$ cat src/rtl/lockstep_chk_pkg.sv
// Shared types for the lockstep store checker: FSM states, error codes and
// the buffered store record.
package lockstep_chk_pkg;

  typedef enum logic [1:0] {
    ST_IDLE  = 2'd0,
    ST_RUN   = 2'd1,
    ST_DONE  = 2'd2,
    ST_FAULT = 2'd3
  } state_e;

  typedef enum logic [1:0] {
    ERR_NONE     = 2'd0,
    ERR_MISMATCH = 2'd1,
    ERR_TIMEOUT  = 2'd2,
    ERR_OVERFLOW = 2'd3
  } err_e;

  typedef struct packed {
    logic [31:0] addr;
    logic [31:0] data;
  } store_t;

endpackage

$ cat src/rtl/store_fifo.sv
// Per-core store FIFO. Pointers carry one extra bit so full and empty
// are distinguishable when the index bits match.
module store_fifo
  import lockstep_chk_pkg::*;
#(
  parameter int DEPTH = 4
) (
  input  logic   clk_i,
  input  logic   rst_ni,
  input  logic   push_i,
  input  store_t data_i,
  input  logic   pop_i,
  output store_t data_o,
  output logic   full_o,
  output logic   empty_o
);

  localparam int AW = $clog2(DEPTH);

  logic [AW:0] wr_ptr_q, wr_ptr_d;
  logic [AW:0] rd_ptr_q, rd_ptr_d;
  store_t      mem_q [DEPTH];

  always_comb begin
    wr_ptr_d = wr_ptr_q;
    rd_ptr_d = rd_ptr_q;
    if (push_i) wr_ptr_d = wr_ptr_q + 1'b1;
    if (pop_i)  rd_ptr_d = rd_ptr_q + 1'b1;
  end

  always_ff @(posedge clk_i or negedge rst_ni) begin
    if (!rst_ni) begin
      wr_ptr_q <= '0;
      rd_ptr_q <= '0;
    end else begin
      wr_ptr_q <= wr_ptr_d;
      rd_ptr_q <= rd_ptr_d;
    end
  end

  // Storage needs no reset: an entry is only read after it has been written.
  always_ff @(posedge clk_i) begin
    if (push_i) mem_q[wr_ptr_q[AW-1:0]] <= data_i;
  end

  assign data_o  = mem_q[rd_ptr_q[AW-1:0]];
  assign empty_o = (wr_ptr_q == rd_ptr_q);
  assign full_o  = (wr_ptr_q[AW] != rd_ptr_q[AW]) &&
                   (wr_ptr_q[AW-1:0] == rd_ptr_q[AW-1:0]);

endmodule

$ cat config.mk
export PLATFORM = sky130hd
export DESIGN_NAME = store_fifo
export DESIGN_NICKNAME = d
export VERILOG_FILES = /design/src/rtl/lockstep_chk_pkg.sv /design/src/rtl/store_fifo.sv
export SDC_FILE = /design/constraint.sdc
export NUM_CORES = 1
export LEC_CHECK = 0
export CORE_ASPECT_RATIO = 1.25
export CORE_MARGIN = 10
export CORE_UTILIZATION = 45
export CTS_BUF_LIST = sky130_fd_sc_hd__clkbuf_4
export DETAILED_ROUTE_END_ITERATION = 12
export PLACE_DENSITY = 0.75
export SLEW_MARGIN = 20
export SYNTH_ARGS = -nofsm -noshare
export SYNTH_HDL_FRONTEND = slang
export SYNTH_SLANG_ARGS = --single-unit
export TNS_END_PERCENT = 30
$ cat constraint.sdc
create_clock -name clk_i -period 3.9 [get_ports clk_i]
set_clock_uncertainty 0.2 [all_clocks]
set_input_delay 0.78 -clock clk_i [delete_from_list [all_inputs] [get_ports clk_i]]
set_output_delay 0.78 -clock clk_i [all_outputs]
set_load 0.01 [all_outputs]
Word-level counts from Yosys, hierarchy flattened
Memory sizes are Yosys's and may differ from the RTL's.
Index checks and enable logic that the tools add are counted.
{"block": "totals", "ram_bits": 256, "regBits": 6, "elab_cells": 11, "out_inout_bits": 66, "mem_count": 1}
{"name": "mem_q", "words": 4, "width": 64, "read_ports": 1, "rd_clocked_by_memory_dff": 0, "write_ports": 1, "line_no": "store_fifo.sv:22", "source": "store_t mem_q [DEPTH];"}
{"block": "classes", "mux": 2, "n_addsub": 2, "reduce_logical": 1, "n_eq_ne": 3}
{"cell": "adder 3 x 1 -> 3 bit (second input constant)", "n": 2}
{"cell": "equality test 3 bit", "n": 1}
{"cell": "equality test 2 bit", "n": 1}
{"cell": "two-way mux 1 bit", "n": 2}
{"cell": "logical AND 1 bit", "n": 1}
{"cell": "!= test 1 bit", "n": 1}

Logic depth before layout (Yosys ltp)
{"block": "depth", "ltp_word": 2, "depth_mapped": 4, "mapped_depth_nobuf": 4}

Least setup slack after synthesis
Ideal clock, no wire load.
{"block": "synth_path", "kind": "input port to flip-flop", "startpoint": "in push_i", "endpoint": "mem mem_q[3][0] in the netlist's numbering, enable pin", "stages": 1, "required_ps": 3270, "slack_ps": 957, "arrival_time_ps": 2312, "path_buffers": 0, "setup_time_ps": 430, "cell_sequence": "and2_1"}
{"block": "synth_via", "elab_chain_cells": 2}
{"element": "start: declaration", "line_no": "store_fifo.sv:10", "source": "input logic push_i,"}
{"element": "two-way mux 1 bit", "line_no": "store_fifo.sv:43", "source": "if (push_i) mem_q[wr_ptr_q[AW-1:0]] <= data_i;"}
{"element": "two-way mux 1 bit (implied by the code)", "line_no": "store_fifo.sv:43"}
{"element": "end: declaration", "line_no": "store_fifo.sv:22"}
Every way passes these cells.

==> impl_metrics.json <==
{
  "synth_xor_area_frac": 0.00640,
  "synthArstFlopShare": 0.0229,
  "tightest_slew_ps": 593,
  "vias": 4466,
  "peakVddDrop_mv": 0.593,
  "rsz0062_at_grt": "no",
  "drive_gt1_frac": 0.292,
  "grt_pass1_vias": 5035,
  "criticalPathCategory": "reg2out",
  "synth_seq_area_share": 0.819,
  "grt_pass1_wl_mm": 27.6,
  "synth_top_area_share": 0.803,
  "p_total_uw": 8940,
  "synth_area_per_cell_um2": 26.3,
  "arrival_ps": 2680,
  "rrSetupSlack_ps": 1930,
  "synthFlopType": "edfxtp_1",
  "yosys_warnings": 0,
  "hold_viol": 0,
  "wl_mm": 18.0,
  "critPathSlowestCell": "mux4_2",
  "outcome": "finished, final reports clean",
  "die_h_um": 183,
  "syn_nets": 437,
  "worstPathBufferInverterCount": 2,
  "grt_overflow": 0,
  "power.leakage_uw": 0.00398,
  "worst_skew_pair.late_latency_ps": 630,
  "syn2layout_area_growth_pct": 26.3,
  "fp.coreArea_um2": 20900,
  "fp-row-count": 59,
  "cp-end-kind": "output pin",
  "io_pins": 134,
  "cts-resized-gates": 0,
  "synth_area_leaders": "edfxtp_1 (80%), mux4_2 (15%), dfrtp_1 (1.6%)",
  "clockRootBuffer": "clkbuf_4",
  "worstPathRequired_ps": 2920,
  "finalSetupViolCount": 0,
  "antenna_found_initial": 1,
  "synth_area_um2": 9570,
  "dp_hpwl_mm": 10.8,
  "path_clk_slew_ps": 70,
  "rr_worst_depth": 4,
  "htreeDepth": 2,
  "drt-initial-drc-count": 282,
  "die-area_um2": 27500,
  "syn_inst": 364,
  "cp.depth": 3,
  "synth_compound_area_frac": 0.000523,
  "worstSetupStartpointType": "register",
  "yosysMostFrequentCell": "edfxtp_1",
  "synthMuxAreaShare": 0.152,
  "drv_cap": 0,
  "crit_family": "buffers and inverters",
  "synth_edf_count": 256,
  "slew_headroom": 0.604,
  "crit_fanout": 30,
  "timing.rr.end": "mem_q[0][45]$_DFFE_PP_",
  "ant_nets": 0,
  "period_share": 0.938,
  "clock.fmax_mhz": 273,
  "synth_cell_types": 17,
  "ys_seq_elements": 262,
  "synth-simple-area-share": 0.00471,
  "wire_per_inst_um": 20.6,
  "synth_top_family_by_area": "multiplexers",
  "dr.pass1.iters": 4,
  "synth_common_cells": "edfxtp_1 (256), mux4_2 (64), buf_2 (6), dfrtp_1 (6)",
  "routed_via_density": 5.10,
  "fin_area_um2": 12100,
  "max_stage_delay_ps": 620,
  "regToRegStartpoint": "wr_ptr_q[0]$_DFFE_PN0P_",
  "cts_tree": "done",
  "cp_cell_sequence": "buf_4 > mux4_2 > clkdlybuf4s50_1",
  "grtUsageTotal": 0.130,
  "cts.sinks": 262,
  "fin_crit_ps": 3660,
  "power_density_nw_per_um2": 740,
  "gp_congestion": 0.767,
  "cts_max_path_buffers": 3,
  "placed_cell_area_um2": 11300,
  "synthAdderAreaFrac": 0.00654,
  "fin_tns_setup_ps": 0,
  "yosys.area.top_type": "edfxtp_1",
  "critPathLaunch": "rd_ptr_q[0]$_DFFE_PN0P_",
  "drc": 0,
  "initial_core_util": 0.458,
  "die_w_um": 150,
  "cts_inserted_buffers": 59,
  "hold_class": "in2async",
  "nets": 625,
  "report.final.slew_viol_count": 0,
  "port_buffers": 133,
  "grt_max_degree": 46
}
-- sequential cells by signal, indices dropped and copies added (netlist names) --
register / cells
wr_ptr_q: 3
mem_q: 256
rd_ptr_q: 3
-- worst max-delay path by stage --
stage                                        to  slack, ps
after floorplan           mem_q[3][0]$_DFFE_PP_        960
after global placement               data_o[63]        750
after detailed placement             data_o[43]        700
after CTS                            data_o[54]        120
after global routing                 data_o[54]         40
final                                data_o[54]        240
-- final cells by class --
class	count	area, um2
Antenna cell	1	2.50
Clock buffer	93	698
Clock inverter	16	87.6
Fill cell	1493	8800
Inverter	2	7.51
Multi-Input combinational cell	86	1640
Sequential cell	262	7850
Tap cell	274	343
Timing Repair Buffer	141	1470
-- through the flow --
stage,setup slack [ps],cells,hold WS [ps],utilization
2_1_floorplan,957,364,262,-
3_3_place_gp,752,764,278,0.540
3_5_place_dp,703,764,288,0.540
4_1_cts,122,874,128,0.578
5_1_grt,36.9,874,138,0.578
6_report,242,875,189,0.579
-- cell usage in the layout, fill, tap and decap left out, drive strengths merged --
cell           count
inv                3
diode              1
xnor2              2
and2               4
nor3b              1
buf                8
nand2              2
ha                 5
nor3               1
bufinv             1
clkinv            14
dfrtp              6
mux4              64
o21ai              1
mux2               1
xor2               5
edfxtp           256
clkdlybuf4s50    133
clkbuf            93
-- power breakdown --
part / switching (uW) / total [uW] / internal, uW
sequential: 191 / 3870 / 3680
clock: 974 / 2120 / 1150
combinational: 1310 / 2940 / 1630
-- logic make-up (layout without fill, tap and decap cells) --
group                      Yosys count  after routing
DFF                                262            262
muxes                               65             65
buffers and inverters               16            252
and+or+nand+nor                      8              8
xor gates and xnor gates             7              7
adders and majority gates            5              5
AOI/OAI and AO/OA                    1              1
other                                0              1
-- routing by layer --
metal	vias up	part of all wire	wire [um]	global-route usage
li1	1990	-	-	-
met1	2293	0.40	7180	0.155
met2	158	0.51	9110	0.215
met3	25	0.079	1420	0.0446
met4	0	0.016	295	0.0479
met5	-	0	0	0
-- what timing repair did --
action / in CTS / in global routing
setup buffers: 1 / 0
hold buffers: 0 / 0
endpoints found under the setup margin: 7 / 0
Note: power is estimated with default switching activity, not from simulation.
